--- src/rtl/mux_sel_arbiter_pkg.sv ---
// Shared definitions for the two-source mux select arbiter.
// Holds the FSM state encoding and small grant-decode helpers.
// No logic of its own; imported by the top and the dwell counter.
package mux_sel_arbiter_pkg;

    // FSM state encoding; 2'd3 is unreachable and recovers to idle
    typedef enum logic [1:0] {
        ST_IDLE = 2'd0,
        ST_G0   = 2'd1,
        ST_G1   = 2'd2,
        ST_ILL  = 2'd3
    } state_t;

    // Source that wins a simultaneous request from idle: the one not served last
    function automatic state_t tie_winner(input logic last);
        return last ? ST_G0 : ST_G1;
    endfunction

    // True for the two states that own the mux path
    function automatic logic is_grant(input state_t st);
        return (st == ST_G0) || (st == ST_G1);
    endfunction

endpackage

--- src/rtl/mux_hold_cnt.sv ---
// Dwell counter: counts consecutive cycles a grant is held, saturating at MAX_HOLD-1.
// Latency: clr/inc take effect on the next rising edge; at_max is decoded from the register.
// Backpressure: none; clr has priority over inc and the count never wraps.
module mux_hold_cnt
    import mux_sel_arbiter_pkg::*;
#(
    parameter int MAX_HOLD = 4,
    parameter int CNT_W    = 3
) (
    input  logic clk,
    input  logic rst,
    input  logic clr,
    input  logic inc,
    output logic at_max
);

    localparam logic [CNT_W-1:0] CNT_TOP = CNT_W'(MAX_HOLD - 1);

    logic [CNT_W-1:0] cnt;

    assign at_max = (cnt == CNT_TOP);

    // Clear on every state change, otherwise count up and stick at the top value
    always_ff @(posedge clk or posedge rst) begin
        if (rst) begin
            cnt <= '0;
        end else if (clr) begin
            cnt <= '0;
        end else if (inc && !at_max) begin
            cnt <= cnt + 1'b1;
        end
    end

endmodule

--- src/rtl/mux_sel_arbiter.sv ---
// Round-robin arbiter for two requesters with bounded dwell; drives mux sel and one-hot grants.
// Latency: one cycle from sampled request to registered grant; no comb path req -> outputs.
// Backpressure: a holder is preempted after MAX_HOLD cycles if the other side requests.
module mux_sel_arbiter
    import mux_sel_arbiter_pkg::*;
#(
    parameter int MAX_HOLD = 4,
    parameter int CNT_W    = 3
) (
    input  logic clk,
    input  logic rst,
    input  logic req0,
    input  logic req1,
    output logic sel,
    output logic gnt0,
    output logic gnt1,
    output logic busy
);

    state_t state;
    state_t nxt;
    logic   last;
    logic   at_max;
    logic   cnt_clr;
    logic   cnt_inc;

    // Next-state decision from the current owner, requests and dwell limit
    always_comb begin
        nxt = state;
        unique case (state)
            ST_IDLE: begin
                if (req0 && req1) begin
                    nxt = tie_winner(last);
                end else if (req0) begin
                    nxt = ST_G0;
                end else if (req1) begin
                    nxt = ST_G1;
                end else begin
                    nxt = ST_IDLE;
                end
            end
            ST_G0: begin
                if (!req0) begin
                    nxt = req1 ? ST_G1 : ST_IDLE;
                end else if (req1 && at_max) begin
                    nxt = ST_G1;
                end else begin
                    nxt = ST_G0;
                end
            end
            ST_G1: begin
                if (!req1) begin
                    nxt = req0 ? ST_G0 : ST_IDLE;
                end else if (req0 && at_max) begin
                    nxt = ST_G0;
                end else begin
                    nxt = ST_G1;
                end
            end
            default: nxt = ST_IDLE;
        endcase
    end

    // Dwell restarts on any change of owner, and is held at zero while idle
    always_comb begin
        cnt_clr = (nxt != state) || !is_grant(nxt);
        cnt_inc = !cnt_clr;
    end

    mux_hold_cnt #(
        .MAX_HOLD (MAX_HOLD),
        .CNT_W    (CNT_W)
    ) u_hold_cnt (
        .clk    (clk),
        .rst    (rst),
        .clr    (cnt_clr),
        .inc    (cnt_inc),
        .at_max (at_max)
    );

    // State, round-robin pointer and registered outputs; sel only moves on grant entry
    always_ff @(posedge clk or posedge rst) begin
        if (rst) begin
            state <= ST_IDLE;
            last  <= 1'b1;
            sel   <= 1'b0;
            gnt0  <= 1'b0;
            gnt1  <= 1'b0;
            busy  <= 1'b0;
        end else begin
            state <= nxt;
            gnt0  <= (nxt == ST_G0);
            gnt1  <= (nxt == ST_G1);
            busy  <= is_grant(nxt);
            if (nxt == ST_G0) begin
                sel  <= 1'b0;
                last <= 1'b0;
            end else if (nxt == ST_G1) begin
                sel  <= 1'b1;
                last <= 1'b1;
            end
        end
    end

endmodule
--- config.mk ---
export PLATFORM = sky130hd
export DESIGN_NAME = mux_sel_arbiter
export DESIGN_NICKNAME = d
export VERILOG_FILES = /design/src/rtl/mux_sel_arbiter_pkg.sv /design/src/rtl/mux_hold_cnt.sv /design/src/rtl/mux_sel_arbiter.sv
export SDC_FILE = /design/constraint.sdc
export NUM_CORES = 1
export LEC_CHECK = 0
export ABC_AREA = 1
export BUFFER_PORTS_ARGS = -buffer_cell sky130_fd_sc_hd__buf_2
export CORE_AREA = 2 2 39 41
export DETAILED_ROUTE_END_ITERATION = 12
export DIE_AREA = 0 0 41 43
export PLACE_DENSITY_LB_ADDON = 0.3
export SLEW_MARGIN = 20
export SYNTH_ARGS = -nofsm -noshare
export SYNTH_HDL_FRONTEND = slang
export SYNTH_SLANG_ARGS = --single-unit
--- constraint.sdc ---
create_clock -name clk -period 3.7 [get_ports clk]
set_input_delay 0.74 -clock clk [delete_from_list [all_inputs] [get_ports clk]]
set_output_delay 0.74 -clock clk [all_outputs]
set_load 0.03 [all_outputs]
# After elaboration in Yosys (flattened, before gate mapping)
# Index checks and enable logic that the tools add are counted.
[totals]
register_bits = 10
latch_bits = 0
ram_bits = 0
romBits = 0
input_bits = 4
out_inout_bits = 4
wordCells = 40
memories = 0
[op_classes]
n_addsub = 1
multipliers = 0
div_mod_pow = 0
n_lt_le_gt_ge = 0
n_eq_ne = 6
shifts = 0
mux = 14
bitwise_logic = 0
n_reduce_logical = 12
[op_table]
columns = ["operator", "n"]
rows = [
  ["2-bit 2-to-1 mux", 8],
  ["3-bit 2-to-1 mux", 2],
  ["2-bit one-hot mux with 3 select lines", 1],
  ["2-bit by 1-bit equality test with 1-bit output, second input constant", 2],
  ["2-bit equality test, second input constant", 2],
  ["1-bit logical AND", 4],
  ["2-bit nonzero test", 2],
  ["3-bit by 1-bit adder with 3-bit output, second input constant", 1],
  ["3-bit by 2-bit equality test with 1-bit output, second input constant", 1],
  ["1-bit zero test", 3],
  ["1-bit 2-to-1 mux", 3],
  ["2-bit zero test", 1],
  ["1-bit logical OR", 2],
  ["2-bit != test", 1],
]

# Longest topological paths before layout
[depth]
ltp_word = 13
depth_mapped = 14
ltp_nobuf = 13

# Modules after synthesis
# A second synthesis with hierarchy kept.
[hier_totals]
cells_unflattened = 73
area_unflattened_um2 = 555.5
[modules_own_cells]
columns = ["mod", "n_inst", "cells_per_inst", "area_per_inst_um2", "seq_area_each_um2"]
rows = [
  ["mux_sel_arbiter", 1, 50, 377.9, 176.4],
  ["mux_hold_cnt", 1, 23, 177.7, 75.1],
]

# Least setup slack after synthesis
# Ideal clock, no wire load.
[synth_path]
path_type = "flip-flop to flip-flop"
from = "register u_hold_cnt.cnt[0]"
to = "register last"
setup_time_ns = 0.079
t_arrival_ns = 1.878
t_required_ns = 3.621
path_slack_ns = 1.743
path_stages_with_launch = 11
path_buffers = 1
synth_period_minus_slack_ns = 1.957
cell_sequence = "dfrtp_1 ha_1 ha_1 buf_6 nand2_2 nand3_1 nand3_1 o21ai_1 ha_1 or2_2 o21ai_0"
[synth_between]
elab_chain_cells = 7
word_cells_on_any_way = 12
cone_classes = "eq/ne: 3; mux: 6; reduce/logical: 3"
[synth_rtl]
columns = ["element", "line", "text"]
rows = [
  ["start: declaration", "mux_hold_cnt.sv:19", "logic [CNT_W-1:0] cnt;"],
  ["start signal: assignment", "mux_hold_cnt.sv:30", "cnt <= cnt + 1'b1;"],
  ["3-bit by 2-bit equality test with 1-bit output *", "mux_hold_cnt.sv:21", "assign at_max = (cnt == CNT_TOP);"],
  ["1-bit logical AND (on tied branches)", "mux_sel_arbiter.sv:54, mux_sel_arbiter.sv:45", ""],
  ["2-bit 2-to-1 mux (on tied branches)", "mux_sel_arbiter.sv:54, mux_sel_arbiter.sv:45", ""],
  ["2-bit 2-to-1 mux (on tied branches)", "mux_sel_arbiter.sv:52, mux_sel_arbiter.sv:43", ""],
  ["2-bit one-hot mux with 3 select lines *", "mux_sel_arbiter.sv:30", "unique case (state)"],
  ["2-bit by 1-bit equality test with 1-bit output / 2-bit equality test (equally long branches)", "mux_sel_arbiter.sv:95, mux_sel_arbiter.sv:98", ""],
  ["1-bit 2-to-1 mux / 2-bit nonzero test (equally long branches)", "n/a", ""],
  ["end signal: assignment", "mux_sel_arbiter.sv:85", "last <= 1'b1;"],
  ["end signal: assignment", "mux_sel_arbiter.sv:97", "last <= 1'b0;"],
  ["end signal: assignment", "mux_sel_arbiter.sv:100", "last <= 1'b1;"],
  ["end: declaration", "mux_sel_arbiter.sv:22", "logic last;"],
]
# Mark *: on every way between the ends. The rest lies on a longest branch, timed or not.
# A chain may end at the register's enable or synchronous reset.

# Worst setup path after layout
[layout_path]
from = "register u_hold_cnt.cnt[0]"
to = "register u_hold_cnt.cnt[1]"
[layout_between]
elab_chain_cells = 12
word_cells_on_any_way = 21
cone_classes = "add/sub: 1; eq/ne: 4; mux: 7; reduce/logical: 9"
[layout_rtl]
columns = ["element", "line", "text"]
rows = [
  ["3-bit by 2-bit equality test with 1-bit output", "mux_hold_cnt.sv:21", ""],
  ["1-bit logical AND (on tied branches)", "mux_sel_arbiter.sv:54, mux_sel_arbiter.sv:45", ""],
  ["2-bit 2-to-1 mux (on tied branches)", "mux_sel_arbiter.sv:54, mux_sel_arbiter.sv:45", ""],
  ["2-bit 2-to-1 mux (on tied branches)", "mux_sel_arbiter.sv:52, mux_sel_arbiter.sv:43", ""],
  ["2-bit one-hot mux with 3 select lines", "mux_sel_arbiter.sv:30", ""],
  ["2-bit by 1-bit equality test with 1-bit output / 2-bit equality test (equally long branches)", "mux_sel_arbiter_pkg.sv:21", "return (st == ST_G0) || (st == ST_G1);"],
  ["1-bit logical OR", "mux_sel_arbiter_pkg.sv:21", ""],
  ["1-bit zero test", "mux_sel_arbiter.sv:66", "cnt_clr = (nxt != state) || !is_grant(nxt);"],
  ["1-bit logical OR", "mux_sel_arbiter.sv:66", ""],
  ["1-bit zero test", "mux_sel_arbiter.sv:67", "cnt_inc = !cnt_clr;"],
  ["1-bit logical AND", "mux_hold_cnt.sv:29", "end else if (inc && !at_max) begin"],
  ["2-bit nonzero test (no line)", "n/a", ""],
]
# Parallel ways exist; a longest one is shown, timed or not. The select of a mux whose other input is x is not followed.

==> results.cfg <==
[floorplanning]
io_pins = 8
die_height_um = 43
design.core.area_um2 = 1384
dieArea_um2 = 1763
initial_core_util = 0.3942
die_width_um = 41
rows = 14

[final_layout]
area_growth_pct = 14.68
layout_common_cells = inv_1, nand2_1, dfrtp_1, buf_2
diodes = 0
fin_util = 0.4521
layout_commonest_cell = inv_1
drive_gt1_frac = 0.2639
nets = 81
n_fill_cell = 139

[setup_path]
rr_endpoint = u_hold_cnt.cnt[1]
arrival_ns = 2.33
required_ns = 3.90
critical_path_class = reg -> reg
r2r.worst_path.cells = 13
ff2ff_setup_slack_ns = 1.57
start_kind = flop
rr_startpoint = u_hold_cnt.cnt[0]
cp_max_fo = 6
critPathCaptureType = flop

[clock_network]
cts_sinks = 10
cts_buffer_depth = 2
cts.clk_slew.worst_paths_ns = 0.06
cts.htree.levels = 1
cts_hold_buf = 0
cts_setup_buffers = 0
clk_latency_ns = 0.26
cts_tree = yes
cts-root-buf = clkbuf_4
cts_resized = 0
numCtsBuffers = 3

[route]
vias = 419
ant_nets = 0
wirelength_um = 873
first_pass_iters = 4
vias_per_cell = 4.761
drcViolationCount = 0
routedWlPerCell_um = 9.920
drt_iter0_drc = 8

[global_routing]
grtUsageTotal = 0.1217
grt_max_degree = 11
grt_pass1_vias = 356
antenna_found_initial = 0
grt_pass1_wl_mm = 1.455
gr-total-overflow = 0

[synth]
synth_nets = 70
avgSynthCellArea_um2 = 8.799
synth_top_area_frac = 0.4128
synth_seq_cells = 10
synth_cells = 62
yosys.area.top_type = dfrtp_1
ys_warn_count = 0
syn-cell-area_um2 = 545.5
ys_seq_area_frac = 0.4610
synth_top_cells_by_area = dfrtp_1, ha_1, inv_1
synth_cell_types = 19

[sta]
timing.final.ws_setup_ns = 1.570
setup_tns_ns = 0
slew_violations = 0
fin_crit_ns = 2.130
rsz0062_at_grt = false
hold_viol = 0
finalCritPeriodShare = 0.5756
max_freq_mhz = 469.5
slew_headroom = 0.7566
worst_pin_slew_ns = 0.3646
fin_skew_ns = 0.001448
setup_viol = 0

[placed_design]
finalWeightedCongestion = 0.7930
place_ws_ns = 1.518
portBuffers = 7
hpwl_um = 686.2

[job]
cap_violations = 0

[min_path]
hp-class = in -> async

[pwr]
peakVddDrop_mv = 0.4783
p_per_area_nw_per_um2 = 837.0
leakage_nw = 0.3464

[run_status]
outcome = complete, no violations
==> cells in the mapped netlist <==
library cell and count:
nor2_1 6, o21ai_0 1, nand3_2 2, dfstp_2 1, o21bai_1 1, nand4_1 2
mux2i_1 1, a21oi_1 1, ha_1 4, o21ai_1 1, dfrtp_1 9, nand3_1 6
or2_2 1, inv_1 11, nand2_1 9, buf_6 1, xor2_1 1, nand2_2 3
nor2_2 1
==> flip-flops by register name, indices dropped and copies added, names as in the netlist <==
signal	flops
u_hold_cnt.cnt	3
state	2
busy	1
gnt0	1
gnt1	1
last	1
sel	1
==> area by class of cell <==
class	instances	area, um^2	area share
Clock buffer	4	36.28	0.05800
Inverter	11	41.29	0.06600
Multi-Input combinational cell	40	241.5	0.3860
Sequential cell	10	251.5	0.4020
Tap cell	16	20.02	0.03200
Timing Repair Buffer	7	35.03	0.05600
==> cells by family after synthesis <==
group	after synthesis	synth area share
mux	1	0.01835
compound gates	4	0.04126
flops	10	0.4610
buf+inv	12	0.09633
simple gates	30	0.2752
xor+xnor	1	0.01606
fa+ha+maj	4	0.09175
==> metrics by stage <==
step | hold slack (ns) | instances | total power [mW] | instance area, um^2
after floorplan | 0.4685 | 62 | 0.3740 | 545.5
after global placement | 0.4698 | 84 | 0.4268 | 589.3
after detailed placement | 0.4588 | 84 | 0.4314 | 589.3
after CTS | 0.4404 | 88 | 0.5310 | 625.6
after global routing | 0.4726 | 88 | 0.5733 | 625.6
final | 0.4312 | 88 | 0.5236 | 625.6
==> how the worst max path moves through the flow <==
stage                      startpoint                end  slack (ns)  depth (start not counted)
global route        u_hold_cnt.cnt[0]  u_hold_cnt.cnt[2]        1.37                         13
global placement                 req0  u_hold_cnt.cnt[2]        1.55                         12
CTS                 u_hold_cnt.cnt[0]  u_hold_cnt.cnt[1]        1.55                         13
floorplan           u_hold_cnt.cnt[0]               last        1.74                         10
finish              u_hold_cnt.cnt[0]  u_hold_cnt.cnt[1]        1.57                         13
detailed placement               req0  u_hold_cnt.cnt[1]        1.52                         12
==> report_power, final <==
part / switching [mW] / leakage (nW) / internal [mW]
Combinational: 0.163 / 0.199 / 0.0853
Clock: 0.0371 / 0.0210 / 0.0598
Sequential: 0.0221 / 0.126 / 0.156
==> layer usage <==
layer,wire (um),up-vias,GRT usage
met5,0,-,0
met4,0,0,0.02000
met3,38,0,0.07853
met2,441,5,0.1688
met1,394,198,0.1604
li1,-,216,-
==> worst max-delay path, cell delays in order (launching register included) <==
cell and delay [ns]:
dfrtp_1 0.39, ha_1 0.20, ha_1 0.27, nand2_1 0.12
nand2_1 0.05, nand3_1 0.06, nand3_1 0.11, o21ai_1 0.15
ha_1 0.28, inv_1 0.10, nand2_1 0.07, nor2_2 0.09
nand3_2 0.08, nor2_1 0.10
Power figures use the tool's default switching activity.
